<file path="config.mk">
export PLATFORM = sky130hd
export DESIGN_NAME = led_pattern_gen
export DESIGN_NICKNAME = d
export VERILOG_FILES = /design/src/rtl/led_pkg.sv /design/src/rtl/tick_presc.sv /design/src/rtl/led_pattern_gen.sv
export SDC_FILE = /design/constraint.sdc
export NUM_CORES = 1
export LEC_CHECK = 0
export ABC_CLOCK_PERIOD_IN_PS = 2900
export CORE_MARGIN = 2
export CORE_UTILIZATION = 51
export CTS_BUF_LIST = sky130_fd_sc_hd__clkbuf_16
export DETAILED_ROUTE_END_ITERATION = 10
export GPL_TIMING_DRIVEN = 0
export PLACE_DENSITY = 0.71
export RECOVER_POWER = 50
export SLEW_MARGIN = 10
export SYNTH_ARGS = -nofsm -noshare
export SYNTH_HDL_FRONTEND = slang
export SYNTH_SLANG_ARGS = --single-unit
</file>
<file path="constraint.sdc">
create_clock -name clk -period 2.9 [get_ports clk]
set_input_delay 0.58 -clock clk [delete_from_list [all_inputs] [get_ports clk]]
set_output_delay 0.58 -clock clk [all_outputs]
set_load 0.02 [all_outputs]
</file>
<file path="src/rtl/led_pkg.sv">
// Shared constants and helpers for the LED pattern engine.
// Mode encodings, bounce direction type and the per-mode seed pattern.
package led_pkg;

    localparam logic [1:0] MODE_ROT_L  = 2'd0;
    localparam logic [1:0] MODE_ROT_R  = 2'd1;
    localparam logic [1:0] MODE_BOUNCE = 2'd2;
    localparam logic [1:0] MODE_COUNT  = 2'd3;

    typedef enum logic {
        DIR_LEFT  = 1'b0,
        DIR_RIGHT = 1'b1
    } dir_e;

    localparam int SEED_W = 32;

    // The seed only ever has bit 0 set, so callers size-cast it to any LED width.
    function automatic logic [SEED_W-1:0] seed(input logic [1:0] mode);
        return (mode == MODE_COUNT) ? '0 : SEED_W'(1);
    endfunction

endpackage

</file>
<file path="src/rtl/tick_presc.sv">
// Free-running down-counter that pulses tick once every PRESC cycles.
// restart reloads the counter so the next tick is a full period away.
module tick_presc #(
    parameter int PRESC = 12_000_000
) (
    input  logic clk,
    input  logic rst,
    input  logic restart,
    output logic tick
);

    localparam int CNT_W = (PRESC > 1) ? $clog2(PRESC) : 1;
    localparam logic [CNT_W-1:0] RELOAD = CNT_W'(PRESC - 1);

    logic [CNT_W-1:0] r_cnt;

    always_ff @(posedge clk) begin
        if (rst || restart) begin
            r_cnt <= RELOAD;
        end else if (r_cnt == '0) begin
            r_cnt <= RELOAD;
        end else begin
            r_cnt <= r_cnt - 1'b1;
        end
    end

    assign tick = (r_cnt == '0);

endmodule

</file>
<file path="src/rtl/led_pattern_gen.sv">
// Parametrised LED pattern engine: rotate left/right, bounce and binary count,
// advanced by a prescaled tick while running or by rising edges on step_i.
module led_pattern_gen
    import led_pkg::*;
#(
    parameter int LEDS_NR = 6,
    parameter int PRESC   = 12_000_000,
    parameter int INV_OUT = 0
) (
    input  logic               clk,
    input  logic               rst,
    input  logic [1:0]         mode_i,
    input  logic               run_i,
    input  logic               step_i,
    output logic [LEDS_NR-1:0] led,
    output logic               tick_o
);

    localparam logic [LEDS_NR-1:0] INV_MASK = (INV_OUT != 0) ? '1 : '0;

    logic [1:0]         r_mode;
    logic [LEDS_NR-1:0] r_pat;
    dir_e               r_dir;
    logic               r_step_q;
    logic               r_tick;

    logic               w_tick;
    logic               w_mode_chg;
    logic               w_step_e;
    logic               w_adv;
    logic [LEDS_NR-1:0] w_seed;
    logic [LEDS_NR-1:0] w_rot_l;
    logic [LEDS_NR-1:0] w_rot_r;
    logic [LEDS_NR-1:0] w_next_pat;
    dir_e               w_next_dir;

    assign w_mode_chg = (mode_i != r_mode);
    assign w_step_e   = step_i & ~r_step_q;
    assign w_adv      = (w_tick & run_i) | w_step_e;
    assign w_seed     = LEDS_NR'(seed(mode_i));

    tick_presc #(
        .PRESC(PRESC)
    ) u_presc (
        .clk     (clk),
        .rst     (rst),
        .restart (w_mode_chg),
        .tick    (w_tick)
    );

    // A single LED has nowhere to rotate to, so both rotations hold it.
    generate
        if (LEDS_NR == 1) begin : g_one
            assign w_rot_l = r_pat;
            assign w_rot_r = r_pat;
        end else begin : g_multi
            assign w_rot_l = {r_pat[LEDS_NR-2:0], r_pat[LEDS_NR-1]};
            assign w_rot_r = {r_pat[0], r_pat[LEDS_NR-1:1]};
        end
    endgenerate

    always_comb begin
        w_next_pat = r_pat;
        w_next_dir = r_dir;
        case (r_mode)
            MODE_ROT_L: w_next_pat = w_rot_l;
            MODE_ROT_R: w_next_pat = w_rot_r;
            MODE_BOUNCE: begin
                // Turn around on the step that reaches an end, so end LEDs show once.
                if (LEDS_NR > 1) begin
                    if (r_dir == DIR_LEFT) begin
                        if (r_pat[LEDS_NR-1]) begin
                            w_next_pat = r_pat >> 1;
                            w_next_dir = DIR_RIGHT;
                        end else begin
                            w_next_pat = r_pat << 1;
                        end
                    end else begin
                        if (r_pat[0]) begin
                            w_next_pat = r_pat << 1;
                            w_next_dir = DIR_LEFT;
                        end else begin
                            w_next_pat = r_pat >> 1;
                        end
                    end
                end
            end
            default: w_next_pat = r_pat + LEDS_NR'(1);
        endcase
    end

    always_ff @(posedge clk) begin
        if (rst) begin
            r_mode   <= mode_i;
            r_pat    <= w_seed;
            r_dir    <= DIR_LEFT;
            r_step_q <= step_i;
            r_tick   <= 1'b0;
        end else begin
            r_step_q <= step_i;
            if (w_mode_chg) begin
                r_mode <= mode_i;
                r_pat  <= w_seed;
                r_dir  <= DIR_LEFT;
                r_tick <= 1'b0;
            end else begin
                r_tick <= w_adv;
                if (w_adv) begin
                    r_pat <= w_next_pat;
                    r_dir <= w_next_dir;
                end
            end
        end
    end

    assign led    = r_pat ^ INV_MASK;
    assign tick_o = r_tick;

endmodule

</file>
==> impl_results.md, run 1 <==
* WL met3 at 130 um
* Post-CTS resize count at 0
* Combinational power share at 12.3%
* Worst Hold Depth at 1
* Port bufs at 12
* Commonest non-fill, non-tap cells in the layout: dfxtp_1, nand2_1, nor2_1, xnor2_1, a21oi_1
* Ports at 13
* Area grow syn2layout at 17.36%
* Register area at 780.7 um2
* Core footprint at 3390 um2
* HPWL after detailed placement at 2.686 mm
* Endpoints failing setup at 0
* Max-Cap Viols at 0
* Avg Vias per Cell at 5.630
* Core Rows at 21
* Startpoint class of the critical path: primary input
* Initial antenna violation count at 0
* Routed len/inst at 13.67 um
* Slew Limit Fails at 0
* Reg clk slew, reported paths at 0.05 ns
* Pre-antenna DRT Iters at 5
* Hold Fails Final Rpt at 0
* TritonCTS buffer count at 5
* Final min period at 2.583 ns
* Hold Path Origin: u_presc.r_cnt[0]$_SDFF_PP1_
* First-pass GRT wire length at 6.624 mm
* Die area at 4084 um2
* Final Util at 63.38%
* Fin crit share at 89.05%
* Hold WS at 0.4255 ns
* Overflow after GRT at 0
* Antenna Violating Nets Remaining at 0
* Internal Power at 0.0008866 W
* Worst slew pin tran at 0.5954 ns
* Initial core utilization at 54.01%
* Switch Pwr at 0.0002933 W
* WP data arrival at 2.72 ns
* Largest net degree at the start of global routing at 12
* Setup TNS at 0 ns
* Final nets at 239
* DRC viols at 0
* PwrDens at 549.2 nW/um2
* Cell Chain, Critical Path: dlygate4sd3_1 > xor2_1 > or3_1 > nor2b_1 > clkbuf_1 > clkbuf_1 > nand2_1
* CTS H-Tree Depth at 2
* Critical Path RT at 3.04 ns
* Worst-Skew Late Latency at 0.28 ns
* Antenna diodes at 0
* Post-synthesis sequential area ratio at 42.65%
* Crit path max fanout at 10
* Metal1 wirelength at 1.851 mm
* Post-synth EDFFs at 8
* Reg2Reg Setup Slack at 0.57 ns
* Met2 Routed Length at 1.733 mm
* Reg-to-reg critical path startpoint: u_presc.r_cnt[5]$_SDFF_PP1_
* Slowest Stage Delay on Critical Path at 0.58 ns
* GPL Wtd Cong at 0.9049
* Drt total wl at 3.772 mm
* Share of layout cells above drive strength 1 at 6.522%
* Sequential share of power at 45.2%
* Post-CTS Setup Inserts at 0
* Max IR drop VDD at 393.9 uV
* Mapped Cells at 210
* Footprint of the multi-input gates at 977.2 um2
* Chip width at 63.91 um
* FILL cells at 290
* Clk_skew at 0.006672 ns
* Clock power frac at 42.5%
* LEAKAGE at 0.7618 nW
* Synth Flop Type: dfxtp_1
* Ys async rst share at 0%
* Reg2Reg Depth at 6
* Root Buffer: clkbuf_16
* Max-slew headroom at the worst pin at 60.22%
* Worst hold path type: flop to flop
* Fmax at 387.2 MHz
* Vias in the first global route at 1482
* Syn_area_per_cell at 8.717 um2
* RSZ-0062 raised after global routing: false
* Register bit total from synthesis at 35
* CP Capture Type: flop
* Critical path class: primary input to flop
* Initial DRC count at 119
* Reg-to-reg endpoint: r_dir$_SDFFE_PP0P_
* Switching portion of total power at 24.86%
* Hold path endpoint: u_presc.r_cnt[0]$_SDFF_PP1_
* Status: finished clean
* Mapped Nets at 220
* Die height at 63.91 um
* Clock buffer depth at 2
* Synth unique cells at 43
* Top routing layer in use: met4
* CP max stage cell: dlygate4sd3_1
* CTS tree: built
* Synth Warn # at 0
* CTS sink cnt at 35
* GRT Total Usage at 20.77%
* Post-Syn Area at 1831 um2
* Most common cell after layout, fill and taps aside: dfxtp_1
* CTS hold repair buffers at 0
* Critical Path Most Common Cell: clkbuf_1
* Via Count at 1554
worst max-delay path, delay by kind of cell:
family / cells / cell delay (ns)
AND/OR/NAND/NOR: 3 / 0.70
XOR/XNOR: 1 / 0.15
buffers and inverters: 3 / 1.29
per-stage QoR:
step                      total power (W)  area, um2  std cells  setup slack, ns
final                            0.001180       2148        276           0.3175
after global routing             0.001227       2148        276           0.2201
after CTS                        0.001192       2148        276           0.4145
after detailed placement        0.0006910       2008        268           0.1620
after global placement          0.0006862       2008        268           0.2218
after floorplan                 0.0006387       1831        210           0.8152
how the worst max path moves through the flow:
stage | start | endpoint | slack, ns | cells after the start
2_1_floorplan | u_presc.r_cnt[18]$_SDFF_PP1_ | r_dir$_SDFFE_PP0P_ | 0.82 | 5
3_3_place_gp | mode_i[0] | u_presc.r_cnt[11]$_SDFF_PP1_ | 0.22 | 7
3_5_place_dp | mode_i[0] | u_presc.r_cnt[21]$_SDFF_PP1_ | 0.16 | 7
4_1_cts | mode_i[0] | u_presc.r_cnt[21]$_SDFF_PP1_ | 0.41 | 7
5_1_grt | mode_i[0] | u_presc.r_cnt[20]$_SDFF_PP1_ | 0.22 | 7
6_report | mode_i[0] | u_presc.r_cnt[21]$_SDFF_PP1_ | 0.32 | 7
power by group through the flow:
stage	clock network [W]	logic, W	registers [W]
after detailed placement	0	0.000147	0.000544
after global routing	0.000533	0.000159	0.000536
after global placement	0	0.000144	0.000542
after CTS	0.000511	0.000148	0.000534
after floorplan	0	0.0000873	0.000551
final	0.000502	0.000145	0.000534
synthesized netlist by cell type, types with 2 or more instances:
library cell | count | area [um2]
nor3b_1 | 2 | 15.01
a211oi_1 | 2 | 15.01
nand2_1 | 22 | 82.58
or3_1 | 3 | 18.77
a21o_1 | 2 | 15.01
or4_1 | 3 | 22.52
nand2b_1 | 3 | 18.77
nor4_1 | 6 | 37.54
nor4b_1 | 2 | 17.52
o21ai_0 | 6 | 30.03
ha_1 | 4 | 50.05
nor2b_1 | 2 | 12.51
clkbuf_1 | 10 | 37.54
nor2_1 | 22 | 82.58
a21oi_1 | 12 | 60.06
xor2_1 | 8 | 70.07
dfxtp_1 | 27 | 540.5
nand3_1 | 11 | 55.05
nor3_1 | 9 | 45.04
inv_1 | 6 | 22.52
nand4_1 | 3 | 18.77
xnor2_1 | 15 | 131.4
o31ai_1 | 2 | 15.01
buf_1 | 2 | 7.510
edfxtp_1 | 8 | 240.2
flip-flops by register name, summed over array words and instances (netlist names):
| name | cells |
|---|---|
| r_step_q | 1 |
| r_dir | 1 |
| tick_o | 1 |
| led | 6 |
| r_mode | 2 |
| u_presc.r_cnt | 24 |
cell families (layout without fill, tap and decap cells):
logic type      after synthesis  in the layout  share of synthesized area, %
flops                        35             35                         42.65
fa+ha+maj                     4              4                         2.734
buf+inv                      19             39                         3.964
compound gates               31             31                         10.53
mux                           1              1                        0.6151
xor+xnor                     23             23                         11.01
simple gates                 97             97                         28.50
final cells by class:
type / count / share of cell area, %
multi-input combinational: 156 / 45.49
timing repair buffer: 12 / 5.591
buffer: 13 / 2.330
inverter: 6 / 1.048
tap: 46 / 2.679
clock inverter: 3 / 0.6989
sequential: 35 / 36.34
clock buffer: 5 / 5.824
layer usage:
| layer | up-vias | global-route usage [%] |
|---|---|---|
| li1 | 784 | - |
| met1 | 733 | 26.90 |
| met2 | 30 | 32.94 |
| met3 | 7 | 4.225 |
| met4 | 0 | 10.05 |
| met5 | - | 0 |
Note: power is estimated with default switching activity, not from simulation.
==> run 2, diff against run 1 <==
ABC_AREA = 0   (was unset)
REMOVE_ABC_BUFFERS = 1   (was unset)
==> impl_results.md, run 2 (synthesis results as in run 1) <==
* Vias in the first global route at 1415
* Place WS at -0.2404 ns
* Reg2Reg Depth at 5
* Fin crit share at 89.29%
* Avg Vias per Cell at 5.589
* PwrDens at 561.3 nW/um2
* RSZ-0062 raised after global routing: false
* Ports at 13
* CP Capture Type: flop
* Critical Path RT at 3.02 ns
* Worst slew pin tran at 0.6666 ns
* Area grow syn2layout at 14.76%
* Status: finished clean
* First-pass GRT wire length at 6.265 mm
* Hold Fails Final Rpt at 0
* GRT Total Usage at 19.31%
* Reg-to-reg critical path startpoint: u_presc.r_cnt[5]$_SDFF_PP1_
* Max-slew headroom at the worst pin at 55.36%
* Initial core utilization at 54.01%
* Antenna diodes at 0
* Commonest non-fill, non-tap cells in the layout: dfxtp_1, nand2_1, nor2_1, xnor2_1, a21oi_1
* Critical path class: primary input to flop
* Routed len/inst at 13.53 um
* Core Rows at 21
* Crit path max fanout at 17
* Max IR drop VDD at 364.0 uV
* Final min period at 2.590 ns
* Drt total wl at 3.559 mm
* Post-CTS Setup Inserts at 0
* Initial DRC count at 152
* Chip width at 63.91 um
* Overflow after GRT at 0
* TritonCTS buffer count at 5
* Worst hold path type: flop to flop
* Largest Register: u_presc.r_cnt
* CTS tree: built
* Via Count at 1470
* LEAKAGE at 0.7494 nW
* Clk_skew at 0.003674 ns
* Reg2Reg Setup Slack at 0.43 ns
* Post-layout instance area at 2101 um2
* CP max stage cell: nor2b_2
* Tot Pwr at 0.001179 W
* Crit path from: mode_i[0]
* Die area at 4084 um2
* Final nets at 226
* FILL cells at 285
* Most common cell after layout, fill and taps aside: dfxtp_1
* Reg-to-reg endpoint: r_dir$_SDFFE_PP0P_
* Cell Chain, Critical Path: dlygate4sd3_1 > xor2_1 > or3_1 > nor2b_2 > nand3_1
* Startpoint class of the critical path: primary input
* Port bufs at 12
* Post-CTS resize count at 0
* Initial antenna violation count at 0
* CTS hold repair buffers at 0
* Worst Hold Depth at 1
* Slew Limit Fails at 0
* Max reg flops at 24
* Dpl cell area at 1958 um2
* Core footprint at 3390 um2
* GPL Wtd Cong at 0.8373
* Antenna Violating Nets Remaining at 0
* CTS sink cnt at 35
* WP data arrival at 2.71 ns
* Max-Cap Viols at 0
* Die height at 63.91 um
* Fin cells at 263
* Placed Instances at 255
* DRC viols at 0
* Crit path to: u_presc.r_cnt[7]$_SDFF_PP1_
* Share of layout cells above drive strength 1 at 6.452%
* HPWL after detailed placement at 2.543 mm
* Fmax at 386.2 MHz
* Pre-antenna DRT Iters at 5
* Setup WS post-layout at 0.3105 ns
* Worst-Skew Late Latency at 0.28 ns
* CTS H-Tree Depth at 2
* Endpoints failing setup at 0
* Largest net degree at the start of global routing at 21
* Clock buffer depth at 2
* Reg clk slew, reported paths at 0.05 ns
* Slowest Stage Delay on Critical Path at 0.63 ns
* Root Buffer: clkbuf_16
==> run 2: final cells by class <==
type                       count  area, um2  area share (%)
clock inverter                 3      15.01          0.7147
tap                           46      57.56           2.740
sequential                    35      780.7           37.17
timing repair buffer          12      120.1           5.718
inverter                       6      22.52           1.072
clock buffer                   5      125.1           5.956
multi-input combinational    156      979.7           46.64
==> run 2: layer usage <==
layer / wire length, um / part of all wire, % / global-route usage (%)
met3: 142 / 4.0 / 4.930
met4: 31 / 0.87 / 5.163
met1: 1669 / 47 / 23.79
met5: 0 / 0 / 0
met2: 1715 / 48 / 33.33
==> run 2: where the power goes <==
group | leakage, nW | internal, W | total (W) | switching (W)
clock | 0.0753 | 0.000313 | 0.000510 | 0.000197
combinational | 0.366 | 0.0000538 | 0.000117 | 0.0000631
sequential | 0.308 | 0.000516 | 0.000552 | 0.0000355
total | 0.749 | 0.000884 | 0.00118 | 0.000296
==> run 2: through the flow <==
stage / hold WS, ns / setup TNS, ns / util [%]
CTS: 0.4336 / 0 / 61.90
detailed placement: 0.4206 / -2.903 / 57.77
finish: 0.4301 / 0 / 61.98
global placement: 0.4017 / -1.289 / 57.77
global route: 0.4734 / 0 / 61.98
floorplan: 0.3909 / 0 / -
==> run 2: how the worst min path moves through the flow <==
stage / start / endpoint
floorplan: u_presc.r_cnt[0]$_SDFF_PP1_ / u_presc.r_cnt[0]$_SDFF_PP1_
global placement: u_presc.r_cnt[0]$_SDFF_PP1_ / u_presc.r_cnt[0]$_SDFF_PP1_
detailed placement: u_presc.r_cnt[0]$_SDFF_PP1_ / u_presc.r_cnt[0]$_SDFF_PP1_
CTS: u_presc.r_cnt[0]$_SDFF_PP1_ / u_presc.r_cnt[0]$_SDFF_PP1_
global route: u_presc.r_cnt[0]$_SDFF_PP1_ / u_presc.r_cnt[0]$_SDFF_PP1_
finish: u_presc.r_cnt[0]$_SDFF_PP1_ / u_presc.r_cnt[0]$_SDFF_PP1_
==> run 2: worst max-delay path, delay by kind of cell <==
family,cells,cell delay [ns]
xor gates and xnor gates,1,0.16
buffers and inverters,1,0.58
and+or+nand+nor,3,1.39
==> run 3, diff against run 2 <==
GPL_ROUTABILITY_DRIVEN = 0   (was unset)
==> results of run 3 <==
No change in the layout: final DEF, timing and power equal those of run 2.
